$ cat src/rtl/dmem_arbiter_if.sv
// Requester and data-memory bundle for the two-port data memory arbiter.
// master = requesters plus memory model side, slave = arbiter side.
interface dmem_arbiter_if #(
  parameter int DATA_W = 32,
  parameter int ADDR_W = 8
);
  logic              m0_valid;
  logic              m0_we;
  logic [ADDR_W-1:0] m0_addr;
  logic [DATA_W-1:0] m0_wdata;
  logic              m0_ready;
  logic              m0_rvalid;
  logic [DATA_W-1:0] m0_rdata;

  logic              m1_valid;
  logic              m1_we;
  logic [ADDR_W-1:0] m1_addr;
  logic [DATA_W-1:0] m1_wdata;
  logic              m1_ready;
  logic              m1_rvalid;
  logic [DATA_W-1:0] m1_rdata;

  logic [ADDR_W-1:0] mem_addr;
  logic [DATA_W-1:0] mem_wdata;
  logic              mem_write;
  logic              mem_read;
  logic [DATA_W-1:0] mem_rdata;

  modport master (
    output m0_valid, m0_we, m0_addr, m0_wdata,
    input  m0_ready, m0_rvalid, m0_rdata,
    output m1_valid, m1_we, m1_addr, m1_wdata,
    input  m1_ready, m1_rvalid, m1_rdata,
    input  mem_addr, mem_wdata, mem_write, mem_read,
    output mem_rdata
  );

  modport slave (
    input  m0_valid, m0_we, m0_addr, m0_wdata,
    output m0_ready, m0_rvalid, m0_rdata,
    input  m1_valid, m1_we, m1_addr, m1_wdata,
    output m1_ready, m1_rvalid, m1_rdata,
    output mem_addr, mem_wdata, mem_write, mem_read,
    input  mem_rdata
  );
endinterface

$ cat src/rtl/dmem_arbiter.sv
// Round-robin arbiter for two requesters sharing one data memory: grant, access, response = 3 cycles.
// Backpressure: ready is only offered in IDLE, so a held valid waits for the next free slot.
module dmem_arbiter #(
  parameter int DATA_W = 32,
  parameter int ADDR_W = 8
) (
  input  logic          clk,
  input  logic          rst,
  dmem_arbiter_if.slave bus,
  output logic          busy
);
  typedef enum logic [1:0] {
    IDLE   = 2'd0,
    ACCESS = 2'd1,
    RESP   = 2'd2
  } state_t;

  typedef struct packed {
    logic              id;
    logic              we;
    logic [ADDR_W-1:0] addr;
    logic [DATA_W-1:0] wdata;
  } req_t;

  state_t            state_q, state_d;
  logic              ptr_q, ptr_d;
  req_t              req_q, req_d;
  logic [DATA_W-1:0] rdata_q, rdata_d;

  logic              gnt_vld;
  logic              gnt_id;
  logic [1:0]        ready;
  logic [1:0]        rvalid;
  logic              mem_read;
  logic              mem_write;

  always_comb begin
    state_d   = state_q;
    ptr_d     = ptr_q;
    req_d     = req_q;
    rdata_d   = rdata_q;
    gnt_vld   = 1'b0;
    gnt_id    = 1'b0;
    ready     = 2'b00;
    rvalid    = 2'b00;
    mem_read  = 1'b0;
    mem_write = 1'b0;

    case (state_q)
      IDLE: begin
        gnt_vld = bus.m0_valid | bus.m1_valid;
        // Pointer only matters under contention; a lone requester always wins.
        gnt_id  = (bus.m0_valid & bus.m1_valid) ? ptr_q : bus.m1_valid;
        if (gnt_vld) begin
          ready[gnt_id] = 1'b1;
          ptr_d         = ~gnt_id;
          req_d.id      = gnt_id;
          req_d.we      = gnt_id ? bus.m1_we    : bus.m0_we;
          req_d.addr    = gnt_id ? bus.m1_addr  : bus.m0_addr;
          req_d.wdata   = gnt_id ? bus.m1_wdata : bus.m0_wdata;
          state_d       = ACCESS;
        end
      end

      ACCESS: begin
        mem_write = req_q.we;
        mem_read  = ~req_q.we;
        rdata_d   = req_q.we ? '0 : bus.mem_rdata;
        state_d   = RESP;
      end

      RESP: begin
        rvalid[req_q.id] = 1'b1;
        state_d          = IDLE;
      end

      default: state_d = IDLE;
    endcase
  end

  always_ff @(posedge clk) begin
    if (rst) begin
      state_q <= IDLE;
      ptr_q   <= 1'b0;
      req_q   <= '0;
      rdata_q <= '0;
    end else begin
      state_q <= state_d;
      ptr_q   <= ptr_d;
      req_q   <= req_d;
      rdata_q <= rdata_d;
    end
  end

  // Gating on rst keeps an aborted write out of memory on the reset edge itself.
  assign bus.m0_ready  = ready[0]  & ~rst;
  assign bus.m1_ready  = ready[1]  & ~rst;
  assign bus.m0_rvalid = rvalid[0] & ~rst;
  assign bus.m1_rvalid = rvalid[1] & ~rst;
  assign bus.m0_rdata  = rst ? '0 : rdata_q;
  assign bus.m1_rdata  = rst ? '0 : rdata_q;
  assign bus.mem_addr  = rst ? '0 : req_q.addr;
  assign bus.mem_wdata = rst ? '0 : req_q.wdata;
  assign bus.mem_write = mem_write & ~rst;
  assign bus.mem_read  = mem_read  & ~rst;
  assign busy          = (state_q != IDLE) & ~rst;

  a_mem_excl: assert property (@(posedge clk) !(mem_read && mem_write));
  a_ready_idle: assert property (@(posedge clk) (ready == 2'b00) || (state_q == IDLE));
endmodule

$ cat src/flat_wrapper.sv
// flat-port wrapper written by rule: the top's interface ports become plain ports
module dmem_arbiter_flat 
#(
  parameter int DATA_W = 32,
  parameter int ADDR_W = 8
)
  (clk, rst, busy, bus_m0_valid, bus_m0_we, bus_m0_addr, bus_m0_wdata, bus_m0_ready, bus_m0_rvalid, bus_m0_rdata, bus_m1_valid, bus_m1_we, bus_m1_addr, bus_m1_wdata, bus_m1_ready, bus_m1_rvalid, bus_m1_rdata, bus_mem_addr, bus_mem_wdata, bus_mem_write, bus_mem_read, bus_mem_rdata);
  dmem_arbiter_if #(.DATA_W(DATA_W), .ADDR_W(ADDR_W)) bus_i ();
  input  logic clk;
  input  logic rst;
  output logic busy;
  input wire logic [$bits(bus_i.m0_valid)-1:0] bus_m0_valid;
  input wire logic [$bits(bus_i.m0_we)-1:0] bus_m0_we;
  input wire logic [$bits(bus_i.m0_addr)-1:0] bus_m0_addr;
  input wire logic [$bits(bus_i.m0_wdata)-1:0] bus_m0_wdata;
  output wire logic [$bits(bus_i.m0_ready)-1:0] bus_m0_ready;
  output wire logic [$bits(bus_i.m0_rvalid)-1:0] bus_m0_rvalid;
  output wire logic [$bits(bus_i.m0_rdata)-1:0] bus_m0_rdata;
  input wire logic [$bits(bus_i.m1_valid)-1:0] bus_m1_valid;
  input wire logic [$bits(bus_i.m1_we)-1:0] bus_m1_we;
  input wire logic [$bits(bus_i.m1_addr)-1:0] bus_m1_addr;
  input wire logic [$bits(bus_i.m1_wdata)-1:0] bus_m1_wdata;
  output wire logic [$bits(bus_i.m1_ready)-1:0] bus_m1_ready;
  output wire logic [$bits(bus_i.m1_rvalid)-1:0] bus_m1_rvalid;
  output wire logic [$bits(bus_i.m1_rdata)-1:0] bus_m1_rdata;
  output wire logic [$bits(bus_i.mem_addr)-1:0] bus_mem_addr;
  output wire logic [$bits(bus_i.mem_wdata)-1:0] bus_mem_wdata;
  output wire logic [$bits(bus_i.mem_write)-1:0] bus_mem_write;
  output wire logic [$bits(bus_i.mem_read)-1:0] bus_mem_read;
  input wire logic [$bits(bus_i.mem_rdata)-1:0] bus_mem_rdata;
  assign bus_i.m0_valid = bus_m0_valid;
  assign bus_i.m0_we = bus_m0_we;
  assign bus_i.m0_addr = bus_m0_addr;
  assign bus_i.m0_wdata = bus_m0_wdata;
  assign bus_m0_ready = bus_i.m0_ready;
  assign bus_m0_rvalid = bus_i.m0_rvalid;
  assign bus_m0_rdata = bus_i.m0_rdata;
  assign bus_i.m1_valid = bus_m1_valid;
  assign bus_i.m1_we = bus_m1_we;
  assign bus_i.m1_addr = bus_m1_addr;
  assign bus_i.m1_wdata = bus_m1_wdata;
  assign bus_m1_ready = bus_i.m1_ready;
  assign bus_m1_rvalid = bus_i.m1_rvalid;
  assign bus_m1_rdata = bus_i.m1_rdata;
  assign bus_mem_addr = bus_i.mem_addr;
  assign bus_mem_wdata = bus_i.mem_wdata;
  assign bus_mem_write = bus_i.mem_write;
  assign bus_mem_read = bus_i.mem_read;
  assign bus_i.mem_rdata = bus_mem_rdata;
  dmem_arbiter #(.DATA_W(DATA_W), .ADDR_W(ADDR_W)) u_core (.clk(clk), .rst(rst), .bus(bus_i), .busy(busy));
endmodule
$ cat config.mk
export PLATFORM = sky130hd
export DESIGN_NAME = dmem_arbiter_flat
export DESIGN_NICKNAME = d
export VERILOG_FILES = /design/src/rtl/dmem_arbiter_if.sv /design/src/rtl/dmem_arbiter.sv /design/src/flat_wrapper.sv
export SDC_FILE = /design/constraint.sdc
export NUM_CORES = 1
export LEC_CHECK = 0
export CAP_MARGIN = 10
export CORE_MARGIN = 1
export CORE_UTILIZATION = 30
export CTS_CLUSTER_SIZE = 8
export DETAILED_ROUTE_END_ITERATION = 8
export PLACE_DENSITY_LB_ADDON = 0.12
export SKIP_LAST_GASP = 1
export SLEW_MARGIN = 10
export SYNTH_ARGS = -nofsm -noshare
export SYNTH_HDL_FRONTEND = slang
export SYNTH_SLANG_ARGS = --single-unit
$ cat constraint.sdc
create_clock -name clk -period 2.3 [get_ports clk]
set_input_delay 0.46 -clock clk [delete_from_list [all_inputs] [get_ports clk]]
set_output_delay 0.46 -clock clk [all_outputs]
set_load 0.01 [all_outputs]
==> results of run 1 <==
==> cell type report <==
class / count / area share
timing repair buffer: 245 / 0.382
tap: 172 / 0.0337
inverter: 2 / 0.00118
multi-input combinational: 298 / 0.298
clock buffer: 11 / 0.0380
clock inverter: 5 / 0.00549
sequential: 77 / 0.242
==> path summary, 6_finish.rpt <==
| path | start | to | slack (ns) |
|---|---|---|---|
| worst max-delay path | u_core.state_q[1] | bus_mem_read | 0.07 |
| worst min-delay path | u_core.rdata_q[10] | u_core.rdata_q[10] | 0.45 |
| worst max register to register | u_core.state_q[1] | u_core.req_q[19] | 0.67 |
| worst min register to register | u_core.rdata_q[10] | u_core.rdata_q[10] | 0.45 |
==> synth_stat cells <==
master     n
buf_6      4
a211oi_1   1
or2_1      1
clkbuf_2   1
nand2_1   33
nor2b_1   75
a221o_1   28
clkinv_1   1
a311oi_1   5
clkbuf_1  30
nor3_1     3
inv_1      1
a21o_1     1
buf_4     33
nor4bb_1   1
dfxtp_1   77
nor4b_1    1
a311oi_2   9
o21ai_0   13
a21boi_0  27
and3_1     2
nand2b_1   2
a21oi_1   47
and2_4     1
nand3_1   45
nor2_1     3
buf_2     11
==> layer usage <==
| metal | part of all wire | global-route usage |
|---|---|---|
| met2 | 0.49 | 0.307 |
| met3 | 0.068 | 0.0492 |
| met5 | 0 | 0 |
| met4 | 0.0088 | 0.0521 |
| met1 | 0.43 | 0.225 |
==> worst max-delay path, delay by kind of cell (launching register included) <==
family | cells | cell delay (ns)
buffers and inverters | 1 | 0.59
flip-flops | 1 | 0.39
AND/OR/NAND/NOR | 2 | 0.47
==> repair_timing <==
action,4_1_cts,5_1_grt
endpoints found under the setup margin,3,5
pin swaps,0,0
resized for setup,0,6
hold buffers,0,0
==> kinds of logic (layout without fill, tap and decap cells) <==
logic type	Yosys count	in the layout
buffers and inverters	81	263
AND/OR/NAND/NOR	167	167
flip-flops	77	77
AO/OA/AOI/OAI	131	131
==> registers in the layout (all words and copies together), names as in the netlist <==
signal / count
u_core.rdata_q: 32
u_core.req_q: 42
u_core.state_q: 2
u_core.ptr_q: 1
==> power groups by stage <==
| stage | registers (µW) | logic [µW] | clock network [µW] |
|---|---|---|---|
| 3_3_place_gp | 1530 | 903 | 0 |
| 3_5_place_dp | 1530 | 913 | 0 |
| 6_report | 1500 | 910 | 1320 |
| 2_1_floorplan | 1510 | 475 | 0 |
| 5_1_grt | 1510 | 987 | 1420 |
| 4_1_cts | 1500 | 917 | 1360 |
==> stage by stage <==
stage,utilization,instance area (µm²),total power [µW],setup slack [ns],hold slack (ns)
global route,0.506,6380,3920,-0.0198,0.462
finish,0.506,6380,3730,0.0690,0.446
CTS,0.504,6360,3770,-0.0613,0.449
detailed placement,0.482,6080,2440,0.0230,0.440
floorplan,-,3890,1990,0.248,0.427
global placement,0.482,6080,2430,0.00812,0.434
==> impl_metrics.ini, run 1 <==
[status]
status = finished clean

[synthesis]
ys_warn_count = 0
netlist_instances = 456
muxShareOfSynthArea = 0
synth_area_leaders = dfxtp_1 (40%), nor2b_1 (12%), a221o_1 (7.2%)
synth_top_area_cell = dfxtp_1
synth_top_family_by_area = compound AO/OA/AOI/OAI gates
synth_top_area_share = 0.396
synth-simple-area-share = 0.232
postSynthAreaPerCell_um2 = 8.54
synthXorXnorAreaFrac = 0
synth.lib_cells_used.distinct = 27
synthAdderAreaFrac = 0
synth_compound_area_frac = 0.251
yosys_register_bits = 77
synthesis.area_um2 = 3890
ys_seq_area_frac = 0.396
syn-num-nets = 574

[global_route]
overflow = 0
grt_pass1_wl_um = 19000
grt_pass1_vias = 3716
grt_max_degree = 48
grt_usage = 0.181
antenna_found_initial = 0

[layout]
final_nets = 751
fillCellCount = 1215
layout_common_cells = clkdlybuf4s50_1 (225), dfxtp_1 (76), nor2b_1 (74), a21oi_1 (47), nand3_1 (45)
layout_commonest_cell = clkdlybuf4s50_1
multi_input_area_um2 = 1900
register_area_um2 = 1540
fin_cells = 810
area_delta_synth_final_pct = 63.8
antenna_cells = 0
drive_gt1_frac = 0.0768

[sta]
fmax_mhz = 448
finalSetupViolCount = 0
tns_ns = 0
worst_slew_margin_rel = 0.696
rsz0062_at_grt = true
hold_viol = 0
skew_ns = 0.00674
report.final.slew_viol_count = 0
finalCritPeriodShare = 0.970
min_period_ns = 2.23
max_slew.worst_pin.slew_ns = 0.456

[worst_setup_path]
required_ns = 1.84
slowest_delay_ns = 0.59
cp_slowest_cell = clkdlybuf4s50_1
worstPathArrival_ns = 1.77
crit_chain = nand2b_2 > nor3_1 > clkdlybuf4s50_1
crit_type = flip-flop to output port
reg2reg_depth = 4
start_kind = flip-flop
endpoint_kind = output port
critical_path.max_fanout = 9

[routing]
drc = 0
avgRoutedWirePerCell_um = 15.4
drtPass1Iterations = 4
drt_iter0_drc = 236
ant_nets = 0
viasPerCell = 4.77
vias = 3866
wl_um = 12400

[power]
peakVddDrop_mv = 0.325
clkPwrFrac = 0.353
p_seq_frac = 0.402
netSwitchingPower_uw = 998
pwr-share-comb = 0.244
power_density_nw_per_um2 = 584
leakagePower_uw = 0.00227
p_int_uw = 2730
swShare = 0.268

[place]
gp_congestion = 0.779
dp_cells = 794
dp_hpwl_um = 8780
port-buffer-count = 228

[cts]
cts.htree.levels = 3
root_buffer = clkbuf_16
cts-buffers-inserted = 9
ctsLongestPathBuffers = 2
cts_tree = yes
cts.clk_slew.worst_paths_ns = 0.06
cts_num_sinks = 77
postCtsSetupBuffers = 0
insertion_delay_ns = 0.33

[die]
die_area_um2 = 13400
fp.dieH_um = 116
dieWidth_um = 116
row_count = 41
core_area_um2 = 12600
pin_count = 229
start_util = 0.309

[min_path]
hold_path_depth = 2
hold_class = flip-flop to flip-flop

[run]
cap_violations = 0
Note: power is estimated with default switching activity, not from simulation.
==> run 2, diff against run 1 <==
CTS_CLUSTER_DIAMETER = 50   (was unset)
==> results of run 2 <==
No change in the layout: final DEF, timing and power equal those of run 1.
==> run 3, diff against run 2 <==
GPL_TIMING_DRIVEN = 1   (was unset)
SKIP_CTS_REPAIR_TIMING = 1   (was unset)
==> results of run 3 <==
No change in the layout: final DEF, timing and power equal those of run 1.
